$ cat src/rtl/sl_preceptron_mac.sv
// ---------------------------------------------------------------------------
// sl_preceptron_mac
//
// Perceptron compute stage that sits behind the 4:1 gear FIFO. Each feature
// of a vector is multiplied by its stored signed weight. The products are
// summed in a saturating accumulator, and a bias is added at the end. The
// block produces one signed dot-product sum and a binary class decision per
// vector.
//
// Ports:
//   clk                      rising-edge clock
//   rst                      synchronous active-high reset
//   weight_wr_en/addr/data   weight memory write (honoured only in IDLE)
//   bias_wr_en/data          bias register write (honoured only in IDLE)
//   start_vector_processing  one-cycle pulse that opens a vector
//   data_in_valid / data_in  unsigned feature stream
//   done_vector_processing   one-cycle pulse that closes a vector
//   busy                     high in every state except IDLE
//   result_valid             one-cycle strobe when result_sum is updated
//   result_sum               saturated signed sum of products plus bias
//   result_class             1 when result_sum >= 0
//   count_error              feature count differed from NUM_FEATURES
// ---------------------------------------------------------------------------
module sl_preceptron_mac #(
    parameter int DATA_WIDTH   = 8,
    parameter int WEIGHT_WIDTH = 8,
    parameter int NUM_FEATURES = 52,
    parameter int ADDR_WIDTH   = 6,
    parameter int ACC_WIDTH    = 24
) (
    input  logic                           clk,
    input  logic                           rst,
    input  logic                           weight_wr_en,
    input  logic        [ADDR_WIDTH-1:0]   weight_wr_addr,
    input  logic signed [WEIGHT_WIDTH-1:0] weight_wr_data,
    input  logic                           bias_wr_en,
    input  logic signed [ACC_WIDTH-1:0]    bias_wr_data,
    input  logic                           start_vector_processing,
    input  logic                           data_in_valid,
    input  logic        [DATA_WIDTH-1:0]   data_in,
    input  logic                           done_vector_processing,
    output logic                           busy,
    output logic                           result_valid,
    output logic signed [ACC_WIDTH-1:0]    result_sum,
    output logic                           result_class,
    output logic                           count_error
);

    localparam int PROD_W = DATA_WIDTH + WEIGHT_WIDTH + 1;
    // One extra bit so the counter can hold NUM_FEATURES itself even when
    // NUM_FEATURES == 2**ADDR_WIDTH.
    localparam int CNT_W  = ADDR_WIDTH + 1;
    localparam logic [CNT_W-1:0] LP_NF = CNT_W'(NUM_FEATURES);
    localparam logic signed [ACC_WIDTH-1:0] LP_ACC_MAX = {1'b0, {(ACC_WIDTH-1){1'b1}}};
    localparam logic signed [ACC_WIDTH-1:0] LP_ACC_MIN = {1'b1, {(ACC_WIDTH-1){1'b0}}};

    typedef enum logic [1:0] {
        S_IDLE   = 2'd0,
        S_ACCUM  = 2'd1,
        S_DRAIN  = 2'd2,
        S_RESULT = 2'd3
    } state_t;

    // Saturating signed add: an overflow shows up as disagreement between
    // the two top bits of the one-bit-wider sum.
    function automatic logic signed [ACC_WIDTH-1:0] sat_add(
        input logic signed [ACC_WIDTH-1:0] a,
        input logic signed [ACC_WIDTH-1:0] b
    );
        logic signed [ACC_WIDTH:0] s;
        s = {a[ACC_WIDTH-1], a} + {b[ACC_WIDTH-1], b};
        if (s[ACC_WIDTH] != s[ACC_WIDTH-1])
            return s[ACC_WIDTH] ? LP_ACC_MIN : LP_ACC_MAX;
        return s[ACC_WIDTH-1:0];
    endfunction

    function automatic logic signed [ACC_WIDTH-1:0] sext_prod(
        input logic signed [PROD_W-1:0] p
    );
        return {{(ACC_WIDTH-PROD_W){p[PROD_W-1]}}, p};
    endfunction

    state_t                         r_state;
    state_t                         w_next_state;
    logic                           r_drain_cnt;

    logic signed [WEIGHT_WIDTH-1:0] r_weight_mem [NUM_FEATURES];
    logic signed [ACC_WIDTH-1:0]    r_bias;

    logic signed [PROD_W-1:0]       r_prod_p1;
    logic                           r_vld_p1;
    logic signed [ACC_WIDTH-1:0]    r_acc_p2;
    logic        [CNT_W-1:0]        r_idx;
    logic                           r_cerr;
    logic signed [ACC_WIDTH-1:0]    r_sum;
    logic                           r_class;
    logic                           r_rvld;

    logic                           w_in_accum;
    logic                           w_start_acpt;
    logic                           w_done_acpt;
    logic                           w_beat;
    logic                           w_take;
    logic                           w_drop;
    logic        [CNT_W-1:0]        w_rd_idx;
    logic        [CNT_W-1:0]        w_idx_next;
    logic                           w_in_range;
    logic signed [WEIGHT_WIDTH-1:0] w_weight;
    logic signed [PROD_W-1:0]       w_feat_ext;
    logic signed [PROD_W-1:0]       w_wt_ext;
    logic signed [PROD_W-1:0]       w_prod;
    logic signed [ACC_WIDTH-1:0]    w_final;

    // ------------------------------------------------------------------
    // Control decode
    // ------------------------------------------------------------------
    assign w_in_accum   = (r_state == S_ACCUM);
    // A start in ACCUM aborts and restarts; in DRAIN/RESULT it is ignored.
    assign w_start_acpt = start_vector_processing &&
                          ((r_state == S_IDLE) || w_in_accum);
    // Start has priority over a coincident done.
    assign w_done_acpt  = done_vector_processing && w_in_accum &&
                          !start_vector_processing;

    // The beat that arrives with start is feature 0, so the read index is
    // forced to zero in that cycle regardless of the stale counter.
    assign w_rd_idx   = w_start_acpt ? '0 : r_idx;
    assign w_in_range = (w_rd_idx < LP_NF);
    assign w_beat     = data_in_valid && (w_in_accum || w_start_acpt);
    assign w_take     = w_beat && w_in_range;
    assign w_drop     = w_beat && !w_in_range;
    assign w_idx_next = w_rd_idx + {{(CNT_W-1){1'b0}}, w_take};

    assign w_weight   = w_in_range ? r_weight_mem[w_rd_idx[ADDR_WIDTH-1:0]] : '0;
    assign w_feat_ext = {{(PROD_W-DATA_WIDTH){1'b0}}, data_in};
    assign w_wt_ext   = {{(PROD_W-WEIGHT_WIDTH){w_weight[WEIGHT_WIDTH-1]}}, w_weight};
    assign w_prod     = w_feat_ext * w_wt_ext;

    assign w_final    = sat_add(r_acc_p2, r_bias);

    // ------------------------------------------------------------------
    // FSM: state register
    // ------------------------------------------------------------------
    always_ff @(posedge clk) begin
        if (rst) begin
            r_state     <= S_IDLE;
            r_drain_cnt <= 1'b0;
        end else begin
            r_state     <= w_next_state;
            r_drain_cnt <= (r_state == S_DRAIN) ? ~r_drain_cnt : 1'b0;
        end
    end

    // FSM: next-state logic
    always_comb begin
        w_next_state = r_state;
        case (r_state)
            S_IDLE: begin
                if (start_vector_processing)
                    w_next_state = S_ACCUM;
            end
            S_ACCUM: begin
                if (start_vector_processing)
                    w_next_state = S_ACCUM;
                else if (done_vector_processing)
                    w_next_state = S_DRAIN;
            end
            // Two cycles: one for the last product to land in the
            // accumulator and one of slack before the bias add.
            S_DRAIN: begin
                if (r_drain_cnt)
                    w_next_state = S_RESULT;
            end
            S_RESULT: w_next_state = S_IDLE;
            default:  w_next_state = S_IDLE;
        endcase
    end

    // FSM: outputs
    always_comb begin
        busy = (r_state != S_IDLE);
    end

    // ------------------------------------------------------------------
    // Configuration storage (not cleared by reset)
    // ------------------------------------------------------------------
    always_ff @(posedge clk) begin
        if (r_state == S_IDLE) begin
            if (weight_wr_en && ({1'b0, weight_wr_addr} < LP_NF))
                r_weight_mem[weight_wr_addr] <= weight_wr_data;
            if (bias_wr_en)
                r_bias <= bias_wr_data;
        end
    end

    // ------------------------------------------------------------------
    // Stage p1: registered product
    // ------------------------------------------------------------------
    always_ff @(posedge clk) begin
        if (rst) begin
            r_prod_p1 <= '0;
            r_vld_p1  <= 1'b0;
        end else begin
            if (w_take)
                r_prod_p1 <= w_prod;
            r_vld_p1 <= w_take;
        end
    end

    // ------------------------------------------------------------------
    // Stage p2: saturating accumulate, feature count and count error
    // ------------------------------------------------------------------
    always_ff @(posedge clk) begin
        if (rst) begin
            r_acc_p2 <= '0;
            r_idx    <= '0;
            r_cerr   <= 1'b0;
        end else begin
            // Clearing on start also discards any product still in p1
            // from an aborted vector.
            if (w_start_acpt)
                r_acc_p2 <= '0;
            else if (r_vld_p1)
                r_acc_p2 <= sat_add(r_acc_p2, sext_prod(r_prod_p1));

            if (w_start_acpt || w_take)
                r_idx <= w_idx_next;

            if (w_start_acpt)
                r_cerr <= w_drop;
            else if (w_drop || (w_done_acpt && (w_idx_next != LP_NF)))
                r_cerr <= 1'b1;
        end
    end

    // ------------------------------------------------------------------
    // Result register
    // ------------------------------------------------------------------
    always_ff @(posedge clk) begin
        if (rst) begin
            r_sum   <= '0;
            r_class <= 1'b0;
            r_rvld  <= 1'b0;
        end else begin
            r_rvld <= (r_state == S_RESULT);
            if (r_state == S_RESULT) begin
                r_sum   <= w_final;
                r_class <= ~w_final[ACC_WIDTH-1];
            end else if (w_start_acpt) begin
                r_sum   <= '0;
                r_class <= 1'b0;
            end
        end
    end

    assign result_valid = r_rvld;
    assign result_sum   = r_sum;
    assign result_class = r_class;
    assign count_error  = r_cerr;

endmodule

$ cat config.mk
export PLATFORM = sky130hd
export DESIGN_NAME = sl_preceptron_mac
export DESIGN_NICKNAME = d
export VERILOG_FILES = /design/src/rtl/sl_preceptron_mac.sv
export SDC_FILE = /design/constraint.sdc
export NUM_CORES = 1
export LEC_CHECK = 0
export CAP_MARGIN = 20
export CELL_PAD_IN_SITES_DETAIL_PLACEMENT = 1
export CELL_PAD_IN_SITES_GLOBAL_PLACEMENT = 2
export CORE_AREA = 4 4 384 197
export CTS_CLUSTER_SIZE = 24
export DETAILED_ROUTE_END_ITERATION = 7
export DIE_AREA = 0 0 388 201
export PLACE_DENSITY_LB_ADDON = 0.1
export SYNTH_ARGS = -nofsm -noshare
export SYNTH_HDL_FRONTEND = slang
export SYNTH_SLANG_ARGS = --single-unit
export TNS_END_PERCENT = 5
$ cat constraint.sdc
create_clock -name clk -period 8.5 [get_ports clk]
set_input_delay 1.7 -clock clk [delete_from_list [all_inputs] [get_ports clk]]
set_output_delay 1.7 -clock clk [all_outputs]
set_load 0.1 [all_outputs]
## After elaboration in Yosys (flattened, before gate mapping)

Memory sizes are Yosys's and may differ from the RTL's.
Index checks and enable logic that the tools add are counted.

- Add/sub/neg operators: 3
- $mul: 1
- Div/mod/pow operators: 0
- Order comparisons: 2
- Eq/ne operators: 9
- Shift-type cells: 0
- Multiplexer cells: 27
- Bitwise gates (word level): 3
- Reduce and logical (&&, ||, !) cells: 22

Operators with widths:

| operator | number |
|---|---|
| two-way mux 24 bit | 8 |
| adder 24 x 17 -> 25 bit | 1 |
| adder 24 x 24 -> 25 bit | 1 |
| multiplier 9 x 8 -> 17 bit | 1 |
| two-way mux 1 bit | 12 |
| logical AND 1 bit | 8 |
| two-way mux 2 bit | 4 |
| two-way mux 8 bit | 1 |
| one-hot mux 2 bit (4 select lines) | 1 |
| adder 7 x 1 -> 7 bit | 1 |
| less-than comparator 7 x 6 -> 1 bit (second input constant) | 1 |
| two-way mux 7 bit | 1 |
| inequality test 7 x 6 -> 1 bit (second input constant) | 1 |
| less-than comparator 6 bit (second input constant) | 1 |
| nonzero test 2 bit | 3 |
| equality test 2 bit (second input constant) | 2 |
| logical OR 1 bit | 4 |
| inequality test 2 bit (second input constant) | 2 |
| OR reduction 2 bit | 2 |
| inequality test 3 bit (second input constant) | 1 |
| inverter 1 bit | 3 |
| AND reduction 3 bit | 1 |
| equality test 2 x 1 -> 1 bit (second input constant) | 1 |
| zero test 1 bit | 2 |
| 3 further kinds | 4 |

- Register bits after elaboration: 103
- Latch bits: 0
- Memory bits (writable): 416
- ROM bits: 0
- Input port bits: 53
- Memories: 1

Memory list:

| name | depth | bits a word | rd ports | clocked after Yosys merged registers in | write ports | RTL line | source |
|---|---|---|---|---|---|---|---|
| r_weight_mem | 52 | 8 | 1 | 0 | 1 | 87 | `logic signed [WEIGHT_WIDTH-1:0] r_weight_mem [NUM_FEATURES];` |

## Depth between registers and ports, before layout

- Depth in word-level cells: 12
- Gate-level depth with buffers: 30
- Depth with buffers taken out: 28

## Worst setup path before layout

Ideal clock, no wire load.

- Path kind: input -> register
- Start point: input port start_vector_processing
- End point: register r_prod_p1[16]
- Setup time: 0.120 ns
- Data arrival time: 7.255 ns
- Slack: 1.126 ns
- Stages: 26
- Path buffers: 2
- Cells stage by stage: nor2b_1 -> buf_2 -> nor2_4 -> buf_2 -> mux4_2 -> a2bb2oi_1 -> mux2i_1 -> a211oi_1 -> a31oi_1 -> and3_1 -> fa_1 -> inv_1 -> fa_1 -> inv_1 -> fa_1 -> inv_1 -> fa_1 -> inv_1 -> ha_1 -> o21a_1 -> o21ai_0 -> a21o_1 -> a21oi_1 -> nor3_1 -> nor3_1 -> o31a_1

- Cells in the longest elaborated chain, start to end: 5

Ends and longest elaborated chain:

| element | RTL line | source |
|---|---|---|
| start, declared | 38 | `input logic start_vector_processing,` |
| logical AND 1 bit * | 119 | `assign w_start_acpt = start_vector_processing &&` |
| two-way mux 7 bit | 127 | `assign w_rd_idx = w_start_acpt ? '0 : r_idx;` |
| memory read (52 x 8 bit) / less-than comparator 7 x 6 -> 1 bit (equally long branches) | - |  |
| two-way mux 8 bit | 134 | `assign w_weight = w_in_range ? r_weight_mem[w_rd_idx[ADDR_WIDTH-1:0]] : '0;` |
| multiplier 9 x 8 -> 17 bit | 137 | `assign w_prod = w_feat_ext * w_wt_ext;` |
| end signal, assigned | 205 | `r_prod_p1 <= w_prod;` |
| end, declared | 90 | `logic signed [PROD_W-1:0] r_prod_p1;` |

Mark *: on every way between the ends. The rest lies on a longest branch, timed or not.
A chain may end at the register's enable or synchronous reset.

## Worst setup path after layout

Ends and elaborated chain as after synthesis.

==> summary.md <==
| Metric | Value |
|---|---|
| Wire per inst | `26.6 microns` |
| Non-Filler Instances | `3181` |
| Root Driver | `clkbuf_16` |
| Clock Sinks | `519` |
| Total of max-cap violations | `0` |
| DP Cell Count | `slightly above 3000` |
| DR pass1 iterations | `5` |
| Max incr delay on CP | `around 550 ps` |
| TritonCTS Buffers | `51` |
| Die Span X | `388 microns` |
| Netlist cell types | `79` |
| Hold Path Cell Cnt | `1` |
| Fin crit share | `97.0%` |
| Top-area cell type share of the netlist area | `52.7%` |
| Pins Over Slew Limit | `0` |
| Most frequent cells in the layout | `edfxtp_1, nand2_1, buf_4, nor2_1, ha_1` |
| Fin Setup TNS | `0 ps` |
| Routed WL | `between 80000 and 90000 microns` |
| Worst setup margin | `about 250 ps` |
| Async SR Flop Fraction | `0%` |
| Mean Syn Cell Area | `12.7 sq um` |
| Clk_skew | `18.4 ps` |
| Min-delay worst type | `register to register` |
| Final Hold Viols | `0` |
| Place WS | `-348 ps` |
| Worst Path Arrival | `8740 ps` |
| Cell Rows | `70` |
| Routed vias/inst | `5.53` |
| Worst Reg2Reg Path Length in Cells | `25` |
| First-pass GRT wire length | `125000 microns` |
| Status | `complete, no violations` |
| Die height | `201 microns` |
| Grt total ovfl | `0` |
| Unrepaired setup endpoints after global routing | `false` |
| Synth Instances | `1976` |
| CP Data Required Time | `9000 ps` |
| Crit Path Category | `input pin to register` |
| WHS Endpoint | `r_drain_cnt` |
| Gpl congestion | `0.810` |
| Sequential area share after synthesis | `59.0%` |
| H-Tree Depth | `2` |
| R2r setup slk | `1210 ps` |
| Hpwl dp | `61600 microns` |
| RR Startpoint | `r_idx[0]` |
| Post-synthesis register bit count | `519` |
| Worst ir drop on vdd | `around 0.00017 V` |
| Initial antenna violation count | `5` |
| Clock Latency Late Sink | `630 ps` |
| Worst relative slew slack | `26.8%` |
| Clock-pin slew on the worst setup and hold paths | `roughly 60 ps` |
| Primary FF master, synth | `edfxtp_1` |
| DRT iter0 DRCs | `1695` |
| Slowest cell on crit path | `clkdlybuf4s50_1` |
| Min Tclk post-route | `around 8200 ps` |
| EDFF count, synth | `between 400 and 500` |
| TritonCTS clock tree | `done` |
| FMAX | `about 120 MHz` |
| PwrDens | `204 mW/mm^2` |
| Post-route ant nets | `0` |
| Area leader, netlist | `edfxtp_1` |
| CTS resizes | `0` |
| DP Area | `0.0279 sq mm` |
| Util after Layout | `41.1%` |
| Synth Net Count | `2161` |
| Starting Density | `34.7%` |
| Nets | `2352` |
| P&R area growth vs syn | `18.6%` |
| CTS Hold Bufs | `0` |
| Layout cell share with drive strength beyond 1 | `approximately 14%` |
| Leak | `0.0109 uW` |
| Worst-Margin Slew | `1090 ps` |
| GRT Total Usage | `21.5%` |
| Critical R2R Capture | `r_prod_p1[16]` |
| Final Setup Violations | `0` |
| Startpoint Class | `input pin` |
| Worst Path Max Fanout | `11` |
| Setup Fix Bufs, Post-CTS | `0` |
| Most common cell after layout, fill and taps aside | `edfxtp_1` |
| Die area | `0.0780 sq mm` |
| Synth warn | `0` |
| DRC | `0` |
| CP Capture Type | `register` |
| Post-route cell area | `0.0297 sq mm` |
| DR vias | `around 18000` |
| I/O Buffers | `80` |
| Hold path start | `r_drain_cnt` |
| Clock Path Buffers | `3` |
| Largest net degree at the start of global routing | `53` |
| Vias in the first global route | `around 18000` |
| Post-Syn Area | `0.0251 sq mm` |
| Ranking of synthesized cells by area | `edfxtp_1, dfxtp_1, ha_1` |
| Io pins | `81` |
| Core Area | `0.0723 sq mm` |
layout make-up:
cell class / instances / area (sq um)
flip-flops and latches: 519 / 14800
multi-input cells: 1266 / 9560
repair buffers: 242 / 2140
well taps: 972 / 1220
clock buffers: 66 / 1340
diodes: 1 / 2.50
inverters: 87 / 327
clock inverters: 28 / 342
fillers: 7555 / 42500
state kept, by name (all words and copies together), names as in the netlist, named ones only:
name,cells
result_sum,24
r_drain_cnt,1
r_bias,24
count_error,1
r_state,1
result_class,1
result_valid,1
r_weight_mem,416
r_acc_p2,24
r_prod_p1,17
r_idx,7
r_vld_p1,1
power by group:
group | total (uW) | internal, uW | switching (uW)
registers | 2830 | 2790 | 35.8
clock network | 2370 | 1330 | 1030
logic | 856 | 357 | 499
total | 6050 | 4490 | 1570
synth_stat cells, types with 5 or more instances:
cell type    n
edfxtp_1   440
nand2_1    187
nor2_1     139
ha_1        93
and3_1      89
inv_1       83
dfxtp_1     79
a21oi_1     78
a211oi_1    73
clkbuf_1    66
o21ai_0     63
mux2i_1     54
mux4_2      43
nand3_1     43
fa_1        39
a221oi_1    30
nor3_1      28
xnor2_1     28
a21o_1      26
a31oi_1     25
nor2b_1     25
a311oi_1    21
buf_2       21
xor2_1      19
buf_1       16
o21ai_1     15
or3_1       11
o21a_1      10
a211o_1      9
nand2b_1     9
a2bb2oi_1    8
o211ai_1     8
o21bai_1     8
a311o_1      7
nand4_1      7
nor4_1       5
per-layer routing:
layer  global-route usage (%)  up-vias  share of wire (%)  routed length, microns
met4                     3.16        2                1.1                     970
li1                         -     7880                  -                       -
met5                        0        -              0.014                      12
met3                     5.50       65                8.3                    7030
met2                     25.4      528                 35                   29600
met1                     37.8     9113                 56                   47100
cells by family (layout without fill, tap and decap cells):
| logic type | count (synthesis) | after routing | share of synthesized area (%) |
|---|---|---|---|
| AND/OR/NAND/NOR | 563 | 563 | 10.6 |
| XOR/XNOR | 48 | 48 | 1.71 |
| flip-flops | 519 | 519 | 59.0 |
| AO/OA/AOI/OAI | 423 | 423 | 11.8 |
| adder cells (fa/ha/maj) | 134 | 134 | 7.84 |
| multiplexers | 98 | 98 | 6.07 |
| other | 0 | 1 | 0 |
| buffers and inverters | 191 | 423 | 2.98 |
how the worst max path moves through the flow:
stage,start,to,depth (start not counted)
3_3_place_gp,start_vector_processing,r_prod_p1[16],31
2_1_floorplan,start_vector_processing,r_prod_p1[16],26
6_report,start_vector_processing,r_prod_p1[16],29
4_1_cts,start_vector_processing,r_prod_p1[16],31
5_1_grt,start_vector_processing,r_prod_p1[16],31
3_5_place_dp,start_vector_processing,r_prod_p1[16],31
worst max-delay path, delay by kind of cell:
family	cells	cell delay, ps
and+or+nand+nor	4	520
adders and majority gates	5	2260
muxes	1	90
buffers and inverters	9	1470
AOI/OAI and AO/OA	10	2660
through the flow:
step | hold WS [ps] | total power [uW]
after global placement | 409 | 3720
after floorplan | 401 | 3380
final | 420 | 6050
after global routing | 445 | 6340
after CTS | 424 | 6110
after detailed placement | 415 | 3730
No activity file was read; power rests on OpenSTA's default activity.
